<file path="src/rtl/angle_pkg.sv">
// Shared types and helpers for the angle tracker: slot-index width function,
// default angle/period types and the saturated period value.
package angle_pkg;

  localparam int unsigned NB_ANGLES_DEFAULT     = 32'd128;
  localparam int unsigned COUNTER_WIDTH_DEFAULT = 32'd32;

  function automatic int unsigned ANGLE_WIDTH(input int unsigned n);
    return (n > 32'd1) ? $clog2(n) : 32'd1;
  endfunction

  typedef logic [ANGLE_WIDTH(NB_ANGLES_DEFAULT)-1:0] angle_t;
  typedef logic [COUNTER_WIDTH_DEFAULT-1:0]          period_t;

  localparam period_t PERIOD_MAX = {COUNTER_WIDTH_DEFAULT{1'b1}};

endpackage

</file>
<file path="src/rtl/angle_tracker_tick_edge_sync.sv">
// Synchroniser for the asynchronous index sensor followed by a falling-edge
// detector; evt is a single-cycle pulse per falling edge of tick.
module tick_edge_sync #(
  parameter int unsigned STAGES = 2
) (
  input  logic clk,
  input  logic rst,
  input  logic tick,
  output logic evt
);

  logic [STAGES-1:0] sync_r;
  logic              last_r;

  // Shift the raw tick through the synchroniser and remember the previous level.
  always_ff @(posedge clk or posedge rst) begin
    if (rst) begin
      sync_r <= {STAGES{1'b0}};
      last_r <= 1'b0;
    end else begin
      sync_r <= {sync_r[STAGES-2:0], tick};
      last_r <= sync_r[STAGES-1];
    end
  end

  assign evt = last_r & ~sync_r[STAGES-1];

endmodule

</file>
<file path="src/rtl/angle_tracker.sv">
// Angular position estimator: measures the index period and splits each turn
// into NB_ANGLES slots with Bresenham remainder spreading.
// Optional feature macro: ANGLE_TRACKER_OFFSET_EN (per-turn angle offset).
module angle_tracker
  import angle_pkg::*;
#(
  parameter  int unsigned COUNTER_WIDTH = 32,
  parameter  int unsigned NB_ANGLES     = 128,
  parameter  int unsigned SYNC_STAGES   = 2,
  localparam int unsigned AW            = ANGLE_WIDTH(NB_ANGLES),
  localparam int unsigned CW            = COUNTER_WIDTH
) (
  input  logic          clk,
  input  logic          rst,
  input  logic          turn_tick,
  input  logic [AW-1:0] angle_offset,
  output logic [AW-1:0] angle,
  output logic          angle_valid,
  output logic          angle_strobe,
  output logic [CW-1:0] turn_period,
  output logic          stalled
);

  localparam int unsigned   LW        = CW - AW;
  localparam logic [CW-1:0] ONE_C     = {{(CW-1){1'b0}}, 1'b1};
  localparam logic [CW-1:0] TC_MAX    = {CW{1'b1}};
  localparam logic [CW-1:0] TC_PRE    = TC_MAX - ONE_C;
  localparam logic [AW-1:0] ONE_A     = {{(AW-1){1'b0}}, 1'b1};
  localparam logic [AW-1:0] LAST_SLOT = {AW{1'b1}};
  localparam logic [LW:0]   ONE_S     = {{LW{1'b0}}, 1'b1};

  logic          evt;
  logic [CW-1:0] tc_r, tc_s, period_s;
  logic [LW:0]   slot_cnt_r, slot_cnt_s, slot_len_s;
  logic [AW-1:0] err_r, err_s, angle_raw_r, angle_raw_s, angle_s;
  logic [AW:0]   err_sum_s;
  logic          extra_r, extra_s, seen_r, seen_s;
  logic          valid_s, stalled_s, strobe_s, slot_end_s;

  tick_edge_sync #(.STAGES(SYNC_STAGES)) u_tick_edge_sync (
    .clk  (clk),
    .rst  (rst),
    .tick (turn_tick),
    .evt  (evt)
  );

  // Next-state for the period counter, slot sequencer and status flags.
  always_comb begin
    tc_s        = tc_r;
    period_s    = turn_period;
    slot_cnt_s  = slot_cnt_r;
    err_s       = err_r;
    extra_s     = extra_r;
    angle_raw_s = angle_raw_r;
    seen_s      = seen_r;
    valid_s     = angle_valid;
    stalled_s   = stalled;
    slot_len_s  = {1'b0, turn_period[CW-1:AW]} + {{LW{1'b0}}, extra_r};
    slot_end_s  = (slot_cnt_r >= slot_len_s);
    err_sum_s   = {1'b0, err_r} + {1'b0, turn_period[AW-1:0]};
    if (evt) begin
      tc_s        = {CW{1'b0}};
      period_s    = (tc_r == TC_MAX) ? TC_MAX : (tc_r + ONE_C);
      slot_cnt_s  = ONE_S;
      err_s       = {AW{1'b0}};
      extra_s     = 1'b0;
      angle_raw_s = {AW{1'b0}};
      seen_s      = 1'b1;
      valid_s     = seen_r && (period_s[CW-1:AW] != {LW{1'b0}});
      stalled_s   = 1'b0;
    end else begin
      tc_s = (tc_r == TC_MAX) ? TC_MAX : (tc_r + ONE_C);
      // A stall behaves like a fresh start: two more ticks are needed for validity.
      if (tc_r == TC_PRE) begin
        stalled_s = 1'b1;
        valid_s   = 1'b0;
        seen_s    = 1'b0;
      end else begin
        stalled_s = stalled;
      end
      if (slot_end_s) begin
        if (angle_raw_r != LAST_SLOT) begin
          angle_raw_s = angle_raw_r + ONE_A;
          slot_cnt_s  = ONE_S;
          err_s       = err_sum_s[AW-1:0];
          extra_s     = err_sum_s[AW];
        end else begin
          slot_cnt_s = slot_cnt_r;
        end
      end else begin
        slot_cnt_s = slot_cnt_r + ONE_S;
      end
    end
  end

`ifdef ANGLE_TRACKER_OFFSET_EN
  logic [AW-1:0] offset_r, offset_s;

  // Offset is captured only at turn boundaries.
  always_ff @(posedge clk or posedge rst) begin
    if (rst) begin
      offset_r <= {AW{1'b0}};
    end else begin
      offset_r <= offset_s;
    end
  end

  assign offset_s = evt ? angle_offset : offset_r;
  assign angle_s  = angle_raw_s + offset_s;
`else
  logic unused_offset;
  assign unused_offset = ^angle_offset;
  assign angle_s       = angle_raw_s;
`endif

  assign strobe_s = (angle_s != angle) && valid_s;

  // State and registered outputs.
  always_ff @(posedge clk or posedge rst) begin
    if (rst) begin
      tc_r         <= {CW{1'b0}};
      turn_period  <= {CW{1'b0}};
      slot_cnt_r   <= {(LW+1){1'b0}};
      err_r        <= {AW{1'b0}};
      extra_r      <= 1'b0;
      angle_raw_r  <= {AW{1'b0}};
      seen_r       <= 1'b0;
      angle        <= {AW{1'b0}};
      angle_valid  <= 1'b0;
      angle_strobe <= 1'b0;
      stalled      <= 1'b0;
    end else begin
      tc_r         <= tc_s;
      turn_period  <= period_s;
      slot_cnt_r   <= slot_cnt_s;
      err_r        <= err_s;
      extra_r      <= extra_s;
      angle_raw_r  <= angle_raw_s;
      seen_r       <= seen_s;
      angle        <= angle_s;
      angle_valid  <= valid_s;
      angle_strobe <= strobe_s;
      stalled      <= stalled_s;
    end
  end

endmodule
</file>
<file path="config.mk">
export PLATFORM = sky130hd
export DESIGN_NAME = angle_tracker
export DESIGN_NICKNAME = d
export VERILOG_FILES = /design/src/rtl/angle_pkg.sv /design/src/rtl/angle_tracker_tick_edge_sync.sv /design/src/rtl/angle_tracker.sv
export SDC_FILE = /design/constraint.sdc
export NUM_CORES = 1
export LEC_CHECK = 0
export ABC_AREA = 1
export BUFFER_PORTS_ARGS = -buffer_cell sky130_fd_sc_hd__clkbuf_2
export CAP_MARGIN = 20
export CORE_ASPECT_RATIO = 1.1
export CORE_MARGIN = 2
export CORE_UTILIZATION = 40
export CTS_BUF_LIST = sky130_fd_sc_hd__clkbuf_8
export DETAILED_ROUTE_END_ITERATION = 6
export PLACE_DENSITY = 0.59
export SLEW_MARGIN = 20
export SYNTH_ARGS = -nofsm -noshare
export SYNTH_HDL_FRONTEND = slang
export SYNTH_SLANG_ARGS = --single-unit
</file>
<file path="constraint.sdc">
create_clock -name clk -period 3.9 [get_ports clk]
set_clock_uncertainty 0.15 [all_clocks]
set_input_delay 0.39 -clock clk [delete_from_list [all_inputs] [get_ports clk]]
set_output_delay 0.39 -clock clk [all_outputs]
set_load 0.05 [all_outputs]
</file>
==> results of run 1 <==
[power by group]
part	total [µW]	leakage, µW	switching [µW]	internal [µW]
Clock	738	0.000106	393	345
Combinational	1500	0.00257	925	573
Sequential	1410	0.00151	132	1270
[cell families after synthesis]
kind of cell,share of synthesized area
adder cells (fa/ha/maj),0.0687
AO/OA/AOI/OAI,0.0871
XOR/XNOR,0.0545
flip-flops,0.379
buffers and inverters,0.0927
AND/OR/NAND/NOR,0.318
[registers in the layout, summed over array words and instances (netlist names), 2 cells and up]
| name | cells |
|---|---|
| tc_r | 32 |
| turn_period | 32 |
| slot_cnt_r | 26 |
| angle_raw_r | 7 |
| err_r | 7 |
| u_tick_edge_sync.sync_r | 2 |
[area by class of cell]
type	count	area, µm²
clock inverter	3	41.3
multi-input combinational	723	4050
clock buffer	12	165
fill	1881	9760
inverter	155	592
timing repair buffer	80	563
tap	243	304
sequential	112	2810
[repair_timing]
item / CTS / global route
setup endpoints to repair: 10 / 41
endpoints found under the hold margin: 1 / 0
buffers inserted: 0 / 6
cloned: 0 / 1
hold buffers: 1 / 0
gates resized for setup: 3 / 46
pin swaps: 5 / 20
[critical path: stages, from the launching register on]
cell and delay, ns:
dfrtp_2 0.44, ha_4 0.17, nand3_4 0.08, nor2_4 0.13, nand2_2 0.08, nor2_4 0.14
nand3_4 0.09, nor3_4 0.19, nand3_2 0.12, nor2_4 0.19, nand4_4 0.12, inv_2 0.08
nand4_1 0.11, ha_1 0.33, nand2_1 0.07, inv_1 0.07, nand2_2 0.07, nor2_2 0.11
nand2_2 0.07, nor2_2 0.15, nor2_4 0.06, nand4_1 0.10, buf_6 0.15, buf_8 0.14
clkinvlp_4 0.16, a21oi_2 0.15, nor2_1 0.05
[placed cells by master, fill, tap and decap left out, types with 12 or more instances in the layout]
| master | count |
|---|---|
| nand2_1 | 276 |
| inv_1 | 148 |
| a21oi_1 | 30 |
| buf_4 | 28 |
| nor3_1 | 12 |
| o21ai_0 | 34 |
| nand4_1 | 16 |
| xor2_1 | 37 |
| dfrtp_1 | 110 |
| ha_1 | 38 |
| nand2_2 | 14 |
| o22ai_1 | 15 |
| nand3_1 | 55 |
| clkbuf_2 | 44 |
| clkbuf_8 | 12 |
| nor2_1 | 100 |
[through the flow]
| stage | setup TNS, ns | setup WS [ns] | total power (µW) |
|---|---|---|---|
| final | 0 | 0.0263 | 3640 |
| after global routing | -8.07 | -0.339 | 3890 |
| after CTS | -0.0199 | -0.0199 | 3450 |
| after detailed placement | -0.260 | -0.0763 | 2700 |
| after global placement | 0 | 0.00709 | 2670 |
| after floorplan | 0 | 0.000933 | 2270 |
[how the worst min path moves through the flow]
| stage | slack [ns] | start | endpoint | cells after the start |
|---|---|---|---|---|
| after CTS | 0.10 | rst | slot_cnt_r[5]$_DFFE_PP0P_ | 2 |
| after global placement | 0.18 | u_tick_edge_sync.sync_r[0]$_DFF_PP0_ | u_tick_edge_sync.sync_r[1]$_DFF_PP0_ | 0 |
| after detailed placement | 0.19 | u_tick_edge_sync.sync_r[0]$_DFF_PP0_ | u_tick_edge_sync.sync_r[1]$_DFF_PP0_ | 0 |
| final | 0.06 | rst | slot_cnt_r[5]$_DFFE_PP0P_ | 2 |
| after global routing | 0.14 | rst | slot_cnt_r[7]$_DFFE_PP0P_ | 2 |
| after floorplan | 0.18 | u_tick_edge_sync.sync_r[0]$_DFF_PP0_ | u_tick_edge_sync.sync_r[1]$_DFF_PP0_ | 0 |
[layer usage]
metal  global-route usage  up-vias  routed length, µm
met5                    0        -                  0
met4               0.0548        0                444
met3               0.0309       28                344
met2                0.338       68               9110
met1                0.260     2965               8770
li1                     -     3350                  -
==> metrics, run 1 <==
Die W around 130 µm; final worst hold slack 0.0614 ns; first-pass GRT wire length 31.1 mm; leading area contributor after synthesis dfrtp_1; layout cell share with drive strength beyond 1 0.157; total CTS buffers 9; top area cells in the synthesized netlist dfrtp_1, nand2_1, inv_1, ha_1, nor2_1; area of all placed cells without fillers ~8500 µm²; number of top-level pins 52; Residual DRC 0; Placement Cell Area 8080 µm²; final slew viol count 0; overall track demand over capacity in global routing 0.198; number of nets produced by synthesis 1062; Worst R2R Start turn_period[7]$_DFFE_PP0P_; area growth from synthesis to layout 15.2%; netlist area before placement 7400 µm²; worst-case reg-to-reg path depth 26; capturing element type of the critical path register; via count of the first global-routing pass 6277; number of different library cells in the post-synthesis netlist 44; post-CTS clock slew at the launch and capture registers of the worst setup and hold paths 0.10 ns; buffers added on ports 44; number of synthesis warnings 0; Rows 52; number of vias after detailed routing 6411; CP Max Fanout 11; unrepaired setup endpoints after global routing yes; fin crit share 0.993; half-perimeter wire length after placement 13.9 mm; crit path launch turn_period[7]$_DFFE_PP0P_; initial antenna violation count 0; number of buffers between clock root and the deepest sink 2; measured slew at the worst slew-check pin roughly 0.96 ns; vertical die dimension 147 µm; via density per instance between 4 and 5; fin crit period 3.87 ns; library cell with the highest instance count after synthesis nand2_1; standard cell core area 18300 µm²; Layout Nets about 1100; run status completed; max-capacitance violation count 0; min-delay worst type in -> async; Critical Setup Path Class reg -> reg; DRT Wirelength 18.7 mm; clock insertion delay at the later pin of the skew report 0.38 ns; Critical Path Source Type register; TritonCTS clock tree done; clock sink count 112; proportion of synthesized flip-flops having asynchronous set or reset 1.00; number of flops mapped to enable cells by yosys 0; required time reported for the critical path endpoint between 4 and 5 ns; Clock Root Buffer clkbuf_8; sequential share of the synthesized area 0.379; Final Wtd Congestion 0.950; final antenna diode count 0; non-filler instance count after layout 1328; relative max-transition margin 0.358; maximum vdd ir drop between 0.4 and 0.5 mV; first-pass iteration count of the detailed router 4; most common flop cell mapped by yosys dfrtp_1; post-synthesis instance total ~1000; reg2reg end slot_cnt_r[8]$_DFFE_PP0P_; die area 19600 µm²; data arrival time at the worst-slack endpoint 4.00 ns; largest net degree at the start of global routing 76; Leak 0.00418 µW; Fmax achieved 258 MHz; final count of negative-setup-slack endpoints 0; starting density of the core 0.405; Final Util 0.466; count of placed standard cells including taps 1305; final hold violation count 0; Detail Route Antenna Nets 0; post-synthesis sequential element count 112; DRT iter0 DRCs 374; Routed wire per std cell approximately 14 µm; area fraction of the dominant cell type after synthesis 0.379; top post-synthesis cells by count nand2_1, inv_1, dfrtp_1; power density cells between 400 and 500 nW/µm²; mean post-synth cell area about 7.3 µm²; endpoint of the worst setup timing path slot_cnt_r[8]$_DFFE_PP0P_; H-tree depth reported by CTS 3; Remaining Overflow, GRT 0; setup slack on the worst flop-to-flop path roughly 0.026 ns
Note: power is estimated with default switching activity, not from simulation.
==> inputs of run 2 (changes only) <==
--- a/config.mk
+++ b/config.mk
@@ -14,6 +14,7 @@
 export CTS_BUF_LIST = sky130_fd_sc_hd__clkbuf_8
 export DETAILED_ROUTE_END_ITERATION = 6
 export PLACE_DENSITY = 0.59
+export SETUP_SLACK_MARGIN = 0.3
 export SLEW_MARGIN = 20
 export SYNTH_ARGS = -nofsm -noshare
 export SYNTH_HDL_FRONTEND = slang
==> run 2 against run 1 <==
  * Clock power hardly changed
  * Worst setup slack improved by 0.049 ns
  * Clock-buffer cell count is 3 lower
  * Cell count up 0.75%
  * First-iteration DRC count down 4.8%
  * Cell area up 4.1%
  * Die area unchanged
  * Largest cell class unchanged
  * Highest routed layer unchanged
==> metrics, run 2 (synthesized netlist as in run 1, its figures left out) <==
clock insertion delay at the later pin of the skew report 0.39 ns (about the same); maximum vdd ir drop 0.252 mV (-48%); starting density of the core 0.405 (unchanged); overall track demand over capacity in global routing 0.193 (-0.00495); total CTS buffers 9 (unchanged); max-capacitance violation count 0 (unchanged); Placement Cell Area 8050 µm² (-0.33%); via count of the first global-routing pass 6302 (+0.40%); number of vias after detailed routing 6514 (+1.6%); min-delay worst type reg -> reg; final antenna diode count 0 (unchanged); non-filler instance count after layout 1338 (+0.75%); Final Wtd Congestion 0.866 (-8.8%); DRT iter0 DRCs 356 (-4.8%); final worst hold slack 0.214 ns (+0.153 ns); Critical Path Source Type register; TritonCTS clock tree done; first-pass GRT wire length 30.4 mm (-2.1%); power density cells 442 nW/µm² (+3.5%); H-tree depth reported by CTS 3 (unchanged); cell at the slowest stage of the critical path dfrtp_1; layout cell share with drive strength beyond 1 0.191 (+0.0342); crit-path most repeated cell nand2_1; delay contributed by the slowest stage of the critical path 0.41 ns (-0.03 ns); die area 19600 µm² (unchanged); half-perimeter wire length after placement 13.2 mm (-5.5%); Layout Nets 1140 (+0.80%); Final Util 0.485 (+0.0189); relative max-transition margin 0.509 (+0.150); area of all placed cells without fillers 8870 µm² (+4.1%); number of buffers between clock root and the deepest sink 2 (unchanged); CP Max Fanout 7 (-4); largest net degree at the start of global routing 67 (-12%); area growth from synthesis to layout 19.9%; final count of negative-setup-slack endpoints 0 (unchanged); DRT Wirelength 18.3 mm (-1.8%); leading cell types in the layout, fill and taps excluded nand2_1, inv_1, dfrtp_1; Die W 134 µm (unchanged); fin crit period 3.82 ns (-0.0492 ns); initial antenna violation count 0 (unchanged); Top Registers tc_r x32, turn_period x32, slot_cnt_r x26; standard cell core area 18300 µm² (unchanged); Routed wire per std cell 13.7 µm (-2.5%); buffers added on ports 44 (unchanged); Critical Setup Path Class reg -> reg; Fmax achieved 261 MHz (+1.3%); final slew viol count 0 (unchanged); run status completed; post-CTS clock slew at the launch and capture registers of the worst setup and hold paths 0.11 ns (about the same); Rows 52 (unchanged); via density per instance 4.87 (+0.85%); Clock Root Buffer clkbuf_8; most frequent standard cell in the layout excluding fill and tap cells nand2_1; vertical die dimension 147 µm (unchanged); required time reported for the critical path endpoint 4.05 ns (+0.02 ns); fin crit share 0.981 (-0.0126); Leak 0.00427 µW (+2.3%); clock sink count 112 (unchanged); first-pass iteration count of the detailed router 5 (+1); count of placed standard cells including taps 1291 (-1.1%); Residual DRC 0 (unchanged); number of top-level pins 52 (unchanged); Remaining Overflow, GRT 0 (unchanged); measured slew at the worst slew-check pin 0.737 ns (-0.225 ns); capturing element type of the critical path register; final hold violation count 0 (unchanged); data arrival time at the worst-slack endpoint 3.97 ns (-0.03 ns); unrepaired setup endpoints after global routing yes; setup total negative slack 0 ns (unchanged); Detail Route Antenna Nets 0 (unchanged)
run 2: changes by cell type in the layout (fill, tap and decap cells not counted), sizes merged:
| cell | delta |
|---|---|
| clkbuf | -4 |
| clkinv | +2 |
| dlygate4sd3 | +1 |
| clkinvlp | -1 |
| buf | +8 |
| inv | +3 |
| bufbuf | +1 |
run 2: stage by stage:
stage | power [µW] | setup slack [ns]
floorplan | 2350 | 0.145
global placement | 2660 | 0.0498
global route | 4180 | -0.222
CTS | 3760 | 0.0514
finish | 3920 | 0.0756
detailed placement | 2680 | -0.0266
run 2: per-layer routing:
layer  vias up  track usage  share of wire
met4         0       0.0840          0.030
li1       3373            -              -
met1      3002        0.248           0.46
met2       103        0.328           0.49
met3        36       0.0198          0.021
met5         -            0              0
run 2: where the power goes:
group	total (µW)	switching (µW)	internal, µW
clock	739	435	304
sequential	1400	127	1270
combinational	1780	983	798
total	3920	1550	2380
run 2: worst max-delay path, delay by kind of cell (launching register included):
kind | cells | cell delay, ns
buf+inv | 2 | 0.43
simple gates | 23 | 2.09
fa+ha+maj | 2 | 0.44
flops | 1 | 0.41
xor+xnor | 1 | 0.19
run 2: final timing paths:
check                      cells past startpoint                                  from                                    to  slack (ns)
max in group asynchronous                      4                                   rst            turn_period[7]$_DFFE_PP0P_        2.31
min in group asynchronous                      3                                   rst            slot_cnt_r[21]$_DFFE_PP0P_        0.52
max                                           28                   extra_r$_DFFE_PP0P_                angle_strobe$_DFF_PP0_        0.08
max reg2reg                                   28                   extra_r$_DFFE_PP0P_                angle_strobe$_DFF_PP0_        0.08
min reg2reg                                    0  u_tick_edge_sync.sync_r[0]$_DFF_PP0_  u_tick_edge_sync.sync_r[1]$_DFF_PP0_        0.21
min                                            0  u_tick_edge_sync.sync_r[0]$_DFF_PP0_  u_tick_edge_sync.sync_r[1]$_DFF_PP0_        0.21
run 2: final cells by class:
cell class,instances,area (µm²)
fillers,1851,9410
multi-input cells,723,4250
flip-flops and latches,112,2810
repair buffers,89,711
inverters,155,591
well taps,243,304
clock buffers,9,124
clock inverters,7,78.8
run 2: repair_timing:
action	CTS	global route
cloned	2	0
hold endpoints to repair	55	0
pin swaps	11	17
hold buffers	2	0
resized for setup	26	56
setup endpoints to repair	40	42
buffers inserted	19	8
